**src/rtl/prince_pkg.sv**
```systemverilog
// Shared PRINCE constants, FSM state type and the SR^-1 / M-hat helper functions.
// Purely combinational helpers; no clocked state lives here.
package prince_pkg;

    localparam int STATE_W    = 64;
    localparam int CHUNK_W    = 16;
    localparam int NUM_CHUNKS = STATE_W / CHUNK_W;

    // Nibble i (MSB-first) of the SR^-1 output is taken from input nibble P[i].
    localparam logic [63:0] SR_INV_P = 64'h0DA7_41EB_852F_C963;

    typedef enum logic [1:0] {
        IDLE = 2'd0,
        BUSY = 2'd1,
        DONE = 2'd2
    } state_e;

    function automatic logic [STATE_W-1:0] sr_inv(input logic [STATE_W-1:0] x);
        logic [STATE_W-1:0] y;
        int                 src;
        y = '0;
        for (int i = 0; i < 16; i++) begin
            src = int'(SR_INV_P[63-4*i -: 4]);
            y[63-4*i -: 4] = x[63-4*src -: 4];
        end
        return y;
    endfunction

    // Each output bit sums three of the four same-column bits; the dropped row
    // is a reflection in (c - r), which makes both matrices involutions.
    function automatic logic [CHUNK_W-1:0] mhat0(input logic [CHUNK_W-1:0] x);
        logic [CHUNK_W-1:0] y;
        y = '0;
        for (int r = 0; r < 4; r++) begin
            for (int c = 0; c < 4; c++) begin
                for (int s = 0; s < 4; s++) begin
                    if (s != (c - r + 7) % 4) begin
                        y[4*r+c] = y[4*r+c] ^ x[4*s+c];
                    end
                end
            end
        end
        return y;
    endfunction

    function automatic logic [CHUNK_W-1:0] mhat1(input logic [CHUNK_W-1:0] x);
        logic [CHUNK_W-1:0] y;
        y = '0;
        for (int r = 0; r < 4; r++) begin
            for (int c = 0; c < 4; c++) begin
                for (int s = 0; s < 4; s++) begin
                    if (s != (c - r + 4) % 4) begin
                        y[4*r+c] = y[4*r+c] ^ x[4*s+c];
                    end
                end
            end
        end
        return y;
    endfunction

endpackage

```
**src/rtl/prince_minv_serial_if.sv**
```systemverilog
// Valid/ready bundle carrying masked 64-bit states into and out of the inverse linear layer.
// master = producer/consumer side, slave = the inverse-layer block.
interface prince_minv_serial_if #(
    parameter int NUM_SHARES = 2
);
    logic                                      in_valid;
    logic                                      in_ready;
    logic [prince_pkg::STATE_W*NUM_SHARES-1:0] in_shares;
    logic                                      out_valid;
    logic                                      out_ready;
    logic [prince_pkg::STATE_W*NUM_SHARES-1:0] out_shares;

    modport master (
        output in_valid,
        output in_shares,
        output out_ready,
        input  in_ready,
        input  out_valid,
        input  out_shares
    );

    modport slave (
        input  in_valid,
        input  in_shares,
        input  out_ready,
        output in_ready,
        output out_valid,
        output out_shares
    );
endinterface

```
**src/rtl/prince_mprime_chunk.sv**
```systemverilog
// M' on one 16-bit chunk of one share; sel_m1 picks M-hat1 over M-hat0.
// Combinational, zero latency, no handshake.
module prince_mprime_chunk
    import prince_pkg::*;
(
    input  logic               sel_m1,
    input  logic [CHUNK_W-1:0] din,
    output logic [CHUNK_W-1:0] dout
);

    assign dout = sel_m1 ? mhat1(din) : mhat0(din);

endmodule

```
**src/rtl/prince_minv_serial.sv**
```systemverilog
// Masked PRINCE inverse linear layer (M' after SR^-1), share-wise, one chunk per cycle.
// Latency 4 (1 with PRINCE_MINV_PARALLEL_EN); holds result in DONE until out_ready, in_ready only in IDLE.
module prince_minv_serial
    import prince_pkg::*;
#(
    parameter int NUM_SHARES = 2
) (
    input  logic                 clk,
    input  logic                 rst,
    prince_minv_serial_if.slave  bus
);

    localparam int SW = STATE_W * NUM_SHARES;

    state_e        state_q, state_d;
    logic [SW-1:0] st_q, st_d;
    logic [SW-1:0] res_q, res_d;

`ifdef PRINCE_MINV_PARALLEL_EN
    logic [SW-1:0] par_dout;

    for (genvar s = 0; s < NUM_SHARES; s++) begin : g_share
        for (genvar k = 0; k < NUM_CHUNKS; k++) begin : g_chunk
            prince_mprime_chunk u_chunk (
                .sel_m1 ((k == 1) || (k == 2)),
                .din    (st_q[s*STATE_W + k*CHUNK_W +: CHUNK_W]),
                .dout   (par_dout[s*STATE_W + k*CHUNK_W +: CHUNK_W])
            );
        end
    end
`else
    logic [1:0]         cnt_q, cnt_d;
    logic [CHUNK_W-1:0] chunk_dout [NUM_SHARES];

    // Chunks 1 and 2 (cnt 01/10) use M-hat1, chunks 0 and 3 use M-hat0.
    for (genvar s = 0; s < NUM_SHARES; s++) begin : g_share
        prince_mprime_chunk u_chunk (
            .sel_m1 (cnt_q[1] ^ cnt_q[0]),
            .din    (st_q[s*STATE_W + int'(cnt_q)*CHUNK_W +: CHUNK_W]),
            .dout   (chunk_dout[s])
        );
    end
`endif

    always_ff @(posedge clk or posedge rst) begin
        if (rst) begin
            state_q <= IDLE;
            st_q    <= '0;
            res_q   <= '0;
`ifndef PRINCE_MINV_PARALLEL_EN
            cnt_q   <= '0;
`endif
        end else begin
            state_q <= state_d;
            st_q    <= st_d;
            res_q   <= res_d;
`ifndef PRINCE_MINV_PARALLEL_EN
            cnt_q   <= cnt_d;
`endif
        end
    end

    always_comb begin
        state_d = state_q;
        st_d    = st_q;
        res_d   = res_q;
`ifndef PRINCE_MINV_PARALLEL_EN
        cnt_d   = cnt_q;
`endif
        case (state_q)
            IDLE: begin
                if (bus.in_valid) begin
                    for (int s = 0; s < NUM_SHARES; s++) begin
                        st_d[s*STATE_W +: STATE_W] = sr_inv(bus.in_shares[s*STATE_W +: STATE_W]);
                    end
                    res_d   = '0;
`ifndef PRINCE_MINV_PARALLEL_EN
                    cnt_d   = '0;
`endif
                    state_d = BUSY;
                end
            end
            BUSY: begin
`ifdef PRINCE_MINV_PARALLEL_EN
                res_d   = par_dout;
                state_d = DONE;
`else
                for (int s = 0; s < NUM_SHARES; s++) begin
                    res_d[s*STATE_W + int'(cnt_q)*CHUNK_W +: CHUNK_W] = chunk_dout[s];
                end
                cnt_d = cnt_q + 2'd1;
                if (cnt_q == 2'd3) begin
                    state_d = DONE;
                end
`endif
            end
            DONE: begin
                // A same-cycle in_valid is left pending until the next IDLE cycle.
                if (bus.out_ready) begin
                    state_d = IDLE;
                end
            end
            default: begin
                state_d = IDLE;
            end
        endcase
    end

    assign bus.in_ready   = (state_q == IDLE);
    assign bus.out_valid  = (state_q == DONE);
    assign bus.out_shares = res_q;

endmodule

```
**src/flat_wrapper.sv**
```systemverilog
// flat-port wrapper written by rule: the top's interface ports become plain ports
module prince_minv_serial_flat import prince_pkg::*;
#(
    parameter int NUM_SHARES = 2
)
  (clk, rst, bus_in_valid, bus_in_shares, bus_out_ready, bus_in_ready, bus_out_valid, bus_out_shares);
  prince_minv_serial_if #(.NUM_SHARES(NUM_SHARES)) bus_i ();
  input  logic clk;
  input  logic rst;
  input wire logic [$bits(bus_i.in_valid)-1:0] bus_in_valid;
  input wire logic [$bits(bus_i.in_shares)-1:0] bus_in_shares;
  input wire logic [$bits(bus_i.out_ready)-1:0] bus_out_ready;
  output wire logic [$bits(bus_i.in_ready)-1:0] bus_in_ready;
  output wire logic [$bits(bus_i.out_valid)-1:0] bus_out_valid;
  output wire logic [$bits(bus_i.out_shares)-1:0] bus_out_shares;
  assign bus_i.in_valid = bus_in_valid;
  assign bus_i.in_shares = bus_in_shares;
  assign bus_i.out_ready = bus_out_ready;
  assign bus_in_ready = bus_i.in_ready;
  assign bus_out_valid = bus_i.out_valid;
  assign bus_out_shares = bus_i.out_shares;
  prince_minv_serial #(.NUM_SHARES(NUM_SHARES)) u_core (.clk(clk), .rst(rst), .bus(bus_i));
endmodule
```
**config.mk**
```make
export PLATFORM = sky130hd
export DESIGN_NAME = prince_minv_serial_flat
export DESIGN_NICKNAME = d
export VERILOG_FILES = /design/src/rtl/prince_pkg.sv /design/src/rtl/prince_minv_serial_if.sv /design/src/rtl/prince_mprime_chunk.sv /design/src/rtl/prince_minv_serial.sv /design/src/flat_wrapper.sv
export SDC_FILE = /design/constraint.sdc
export NUM_CORES = 1
export LEC_CHECK = 0
export ABC_AREA = 1
export ABC_CLOCK_PERIOD_IN_PS = 12520
export BUFFER_PORTS_ARGS = -buffer_cell sky130_fd_sc_hd__buf_2
export CAP_MARGIN = 20
export CORE_MARGIN = 5
export CORE_UTILIZATION = 30
export DETAILED_ROUTE_END_ITERATION = 16
export PLACE_DENSITY = 0.54
export SYNTH_ARGS = -nofsm -noshare
export SYNTH_HDL_FRONTEND = slang
export SYNTH_HIERARCHICAL = 1
export SYNTH_SLANG_ARGS = --single-unit
export TNS_END_PERCENT = 1
```
**constraint.sdc**
```tcl
create_clock -name clk -period 12.52 [get_ports clk]
set_input_delay 2.504 -clock clk [delete_from_list [all_inputs] [get_ports clk]]
set_output_delay 2.504 -clock clk [all_outputs]
set_load 0.01 [all_outputs]
```
==> report_table.html <==
<table>
<tr><th>Metric</th><th>Value</th></tr>
<tr><th colspan="2">Floorplanning</th></tr>
<tr><td>Ports</td><td>262</td></tr>
<tr><td>Vert. Die Dim</td><td>224 um</td></tr>
<tr><td>Total die area</td><td>50200 um^2</td></tr>
<tr><td>Site Rows</td><td>78</td></tr>
<tr><td>Core ar.</td><td>45400 um^2</td></tr>
<tr><td>Die W</td><td>224 um</td></tr>
<tr><td>Effective utilization at floorplan</td><td>30.3%</td></tr>
<tr><th colspan="2">Logic synthesis</th></tr>
<tr><td>Syn Nets</td><td>2030</td></tr>
<tr><td>Total of flip-flops plus latches after synthesis</td><td>260</td></tr>
<tr><td>Synthesized area per cell</td><td>7.27 um^2</td></tr>
<tr><td>Sequential fraction of the synthesis area</td><td>47.3%</td></tr>
<tr><td>Post-synthesis cell area</td><td>13700 um^2</td></tr>
<tr><td>Unique cell type count in the Yosys netlist</td><td>25</td></tr>
<tr><td>Post-synthesis instance total</td><td>1890</td></tr>
<tr><td>Synthesis Warnings</td><td>6</td></tr>
<tr><th colspan="2">Global routing</th></tr>
<tr><td>Initial antenna violation count</td><td>0</td></tr>
<tr><td>All-layer global routing usage</td><td>19.0%</td></tr>
<tr><td>Via count of the first global-routing pass</td><td>13017</td></tr>
<tr><td>Global-route wire length before repair</td><td>75900 um</td></tr>
<tr><td>Overflow left after global routing</td><td>0</td></tr>
<tr><td>Largest net degree at the start of global routing</td><td>109</td></tr>
<tr><th colspan="2">Worst setup path</th></tr>
<tr><td>Type of the worst setup path</td><td>reg2out</td></tr>
<tr><td>Reg-to-Reg Start</td><td>u_core/cnt_q[0]</td></tr>
<tr><td>Reg-to-reg slack, setup</td><td>8.65 ns</td></tr>
<tr><td>Crit path capture type</td><td>primary output</td></tr>
<tr><td>Number of cell instances on the worst register-to-register path</td><td>16</td></tr>
<tr><td>Startpoint type of the worst setup path</td><td>flop</td></tr>
<tr><td>Required time worst endpoint</td><td>10.02 ns</td></tr>
<tr><td>Max FO, Critical Path</td><td>65</td></tr>
<tr><td>Arrival @ worst endpoint</td><td>1.96 ns</td></tr>
<tr><td>Capturing point of the worst reg2reg path</td><td>u_core/bus.out_shares[33]</td></tr>
<tr><th colspan="2">Cells and area</th></tr>
<tr><td>Final standard cell area without fillers</td><td>16400 um^2</td></tr>
<tr><td>Inserted Diodes</td><td>0</td></tr>
<tr><td>Synth-to-layout area growth</td><td>19.0%</td></tr>
<tr><td>Share of cells above drive strength 1</td><td>17.3%</td></tr>
<tr><td># nets final</td><td>2210</td></tr>
<tr><td>Filler instances</td><td>4807</td></tr>
<tr><td>Final Core Density</td><td>36.1%</td></tr>
<tr><th colspan="2">Drt</th></tr>
<tr><td>Number of detailed-routing iterations run before antenna repair</td><td>5</td></tr>
<tr><td>Detailed-route DRC error count</td><td>0</td></tr>
<tr><td>Via total after detailed routing</td><td>13535</td></tr>
<tr><td>Post-detailed-route wirelength per cell</td><td>18.4 um</td></tr>
<tr><td>Post-DRT Antenna Nets</td><td>0</td></tr>
<tr><td>DRT iter0 DRCs</td><td>1261</td></tr>
<tr><td>Via density per instance</td><td>5.03</td></tr>
<tr><td>Final WL</td><td>49500 um</td></tr>
<tr><th colspan="2">Clocking</th></tr>
<tr><td>Number of H-tree levels</td><td>1</td></tr>
<tr><td>Number of buffers on the longest clock path</td><td>3</td></tr>
<tr><td>Hold-fix buffers at CTS</td><td>0</td></tr>
<tr><td>Number of sinks driven by the clock tree</td><td>260</td></tr>
<tr><td>TritonCTS Buffers</td><td>30</td></tr>
<tr><td>Clock tree from TritonCTS</td><td>yes</td></tr>
<tr><td>CTS root buffer</td><td>sky130_fd_sc_hd__clkbuf_16</td></tr>
<tr><td>Clock insertion delay at the later pin of the skew report</td><td>0.56 ns</td></tr>
<tr><td>Number of cells upsized or downsized after cts</td><td>0</td></tr>
<tr><td>Setup Buffers After CTS</td><td>0</td></tr>
<tr><td>Clock transition at the registers of the reported paths</td><td>0.06 ns</td></tr>
<tr><th colspan="2">Place</th></tr>
<tr><td>Detailed Place HPWL</td><td>35300 um</td></tr>
<tr><td>Count of buffers from port buffering</td><td>261</td></tr>
<tr><td>Cell area reported after detailed placement</td><td>15300 um^2</td></tr>
<tr><td>Final weighted congestion of routability-driven global placement</td><td>0.866</td></tr>
<tr><th colspan="2">Timing</th></tr>
<tr><td>Minimum period implied by the final worst setup slack</td><td>4.47 ns</td></tr>
<tr><td>Maximum achievable frequency</td><td>224 MHz</td></tr>
<tr><td>Worst-case headroom to the max-slew limit</td><td>26.1%</td></tr>
<tr><td>Max-slew violations</td><td>0</td></tr>
<tr><td>Crit share post-route</td><td>35.7%</td></tr>
<tr><td>Worst Tran Pin Value</td><td>1.11 ns</td></tr>
<tr><td>Clock skew after layout</td><td>0.0156 ns</td></tr>
<tr><td>Final number of hold-violating endpoints</td><td>0</td></tr>
<tr><td>Number of endpoints failing setup at the final stage</td><td>0</td></tr>
<tr><td>Summed negative setup slack over all endpoints</td><td>0 ns</td></tr>
<tr><td>Setup repair after global routing missed its margin</td><td>false</td></tr>
<tr><td>Hold slack</td><td>0.465 ns</td></tr>
<tr><th colspan="2">Min path</th></tr>
<tr><td>Hold Path Origin</td><td>u_core/st_q[40]</td></tr>
<tr><td>Worst min-delay path endpoint</td><td>u_core/st_q[40]</td></tr>
<tr><td>Tightest Hold Check Type</td><td>reg2reg</td></tr>
<tr><td>Min-Delay Path Depth</td><td>2</td></tr>
<tr><th colspan="2">Pwr</th></tr>
<tr><td>Static power due to leakage</td><td>0.00867 uW</td></tr>
<tr><td>Power per cell area</td><td>349 nW/um^2</td></tr>
<tr><td>Peak supply drop</td><td>0.199 mV</td></tr>
<tr><th colspan="2">Job</th></tr>
<tr><td>Max-cap viol count</td><td>0</td></tr>
<tr><th colspan="2">Outcome</th></tr>
<tr><td>Outcome</td><td>completed</td></tr>
</table>
## cell families after synthesis
kind of cell,synth area share (%)
compound gates,9.75
fa+ha+maj,0.728
buf+inv,6.99
flops,47.3
simple gates,35.2
## synth_stat cells
cell type / count / share of area, %
sky130_fd_sc_hd__nand3_2: 3 / 0.22
sky130_fd_sc_hd__o21ai_0: 154 / 5.6
sky130_fd_sc_hd__o21ai_1: 40 / 1.5
sky130_fd_sc_hd__nor2_2: 2 / 0.091
sky130_fd_sc_hd__dfrtp_1: 260 / 47
sky130_fd_sc_hd__o21ai_2: 1 / 0.064
sky130_fd_sc_hd__clkbuf_1: 59 / 1.6
sky130_fd_sc_hd__nand3_1: 377 / 14
sky130_fd_sc_hd__buf_4: 5 / 0.27
sky130_fd_sc_hd__buf_6: 7 / 0.57
sky130_fd_sc_hd__nand2_1: 668 / 18
sky130_fd_sc_hd__o31ai_1: 1 / 0.055
sky130_fd_sc_hd__nor2_1: 83 / 2.3
sky130_fd_sc_hd__buf_2: 43 / 1.6
sky130_fd_sc_hd__a21oi_1: 26 / 0.95
sky130_fd_sc_hd__a21oi_4: 1 / 0.12
sky130_fd_sc_hd__nand2_2: 11 / 0.50
sky130_fd_sc_hd__nand2_4: 1 / 0.082
sky130_fd_sc_hd__o22ai_1: 33 / 1.5
sky130_fd_sc_hd__nor2_4: 1 / 0.082
sky130_fd_sc_hd__ha_1: 8 / 0.73
sky130_fd_sc_hd__buf_1: 11 / 0.30
sky130_fd_sc_hd__inv_6: 2 / 0.13
sky130_fd_sc_hd__inv_2: 18 / 0.49
sky130_fd_sc_hd__inv_1: 75 / 2.0
## flip-flops by register name, summed over array words and instances (netlist names)
signal,cells
u_core/st_q,128
u_core/state_q,2
u_core/cnt_q,2
u_core/bus.out_shares,128
## worst max-delay path, stage by stage (launching register included)
cell	delay, ns
sky130_fd_sc_hd__dfrtp_1	0.44
sky130_fd_sc_hd__nor2_4	0.14
sky130_fd_sc_hd__buf_4	0.54
sky130_fd_sc_hd__buf_2	0.25
## per-stage QoR
stage               power [uW]  worst slack, ns  std cells
finish                    5700             8.05       2692
global placement          4720             8.01       2637
global route              6180             7.93       2692
floorplan                 3630             2.86       1890
CTS                       5700             8.00       2691
detailed placement        4780             7.95       2637
## worst max-delay path by stage
stage | start | end | slack (ns) | cells after the start
final | u_core/state_q[0] | bus_in_ready | 8.05 | 3
after global routing | u_core/state_q[0] | bus_in_ready | 7.93 | 3
after CTS | u_core/state_q[0] | bus_in_ready | 8.00 | 3
after detailed placement | bus_in_valid | u_core/st_q[36] | 7.95 | 5
after global placement | bus_in_valid | u_core/st_q[54] | 8.01 | 5
after floorplan | rst | u_core/bus.out_shares[0] | 2.86 | 1
## final cells by class
| type | count | area [um^2] | area share, % |
|---|---|---|---|
| tap | 600 | 751 | 4.59 |
| multi-input combinational | 1410 | 6300 | 38.5 |
| clock inverter | 8 | 118 | 0.719 |
| sequential | 260 | 6510 | 39.8 |
| inverter | 95 | 374 | 2.29 |
| clock buffer | 46 | 892 | 5.45 |
| timing repair buffer | 273 | 1420 | 8.67 |
## metal layers
metal	GRT usage, %	up-vias	share of wire, %
met5	0	-	0
met4	5.14	0	3.0
met3	3.04	69	6.1
met2	29.8	463	45
met1	27.4	6436	46
li1	-	6567	-
## layout by cell type (no fill, tap or decap), types with 2 or more instances in the layout
cell / count
sky130_fd_sc_hd__nand2_1: 668
sky130_fd_sc_hd__nand3_1: 377
sky130_fd_sc_hd__buf_2: 260
sky130_fd_sc_hd__dfrtp_1: 259
sky130_fd_sc_hd__o21ai_0: 154
sky130_fd_sc_hd__nor2_1: 83
sky130_fd_sc_hd__inv_1: 74
sky130_fd_sc_hd__o21ai_1: 40
sky130_fd_sc_hd__o22ai_1: 33
sky130_fd_sc_hd__clkbuf_16: 31
sky130_fd_sc_hd__a21oi_1: 26
sky130_fd_sc_hd__inv_2: 18
sky130_fd_sc_hd__buf_4: 12
sky130_fd_sc_hd__nand2_2: 10
sky130_fd_sc_hd__clkbuf_1: 9
sky130_fd_sc_hd__ha_1: 7
sky130_fd_sc_hd__clkbuf_8: 6
sky130_fd_sc_hd__clkinv_2: 4
sky130_fd_sc_hd__bufinv_16: 3
sky130_fd_sc_hd__nand3_2: 3
sky130_fd_sc_hd__nor2_4: 2
sky130_fd_sc_hd__inv_6: 2
## report_power, final
part           internal [uW]  switching, uW
Clock                    548            346
Sequential              1190            217
Combinational            873           2530
Note: power is estimated with default switching activity, not from simulation.
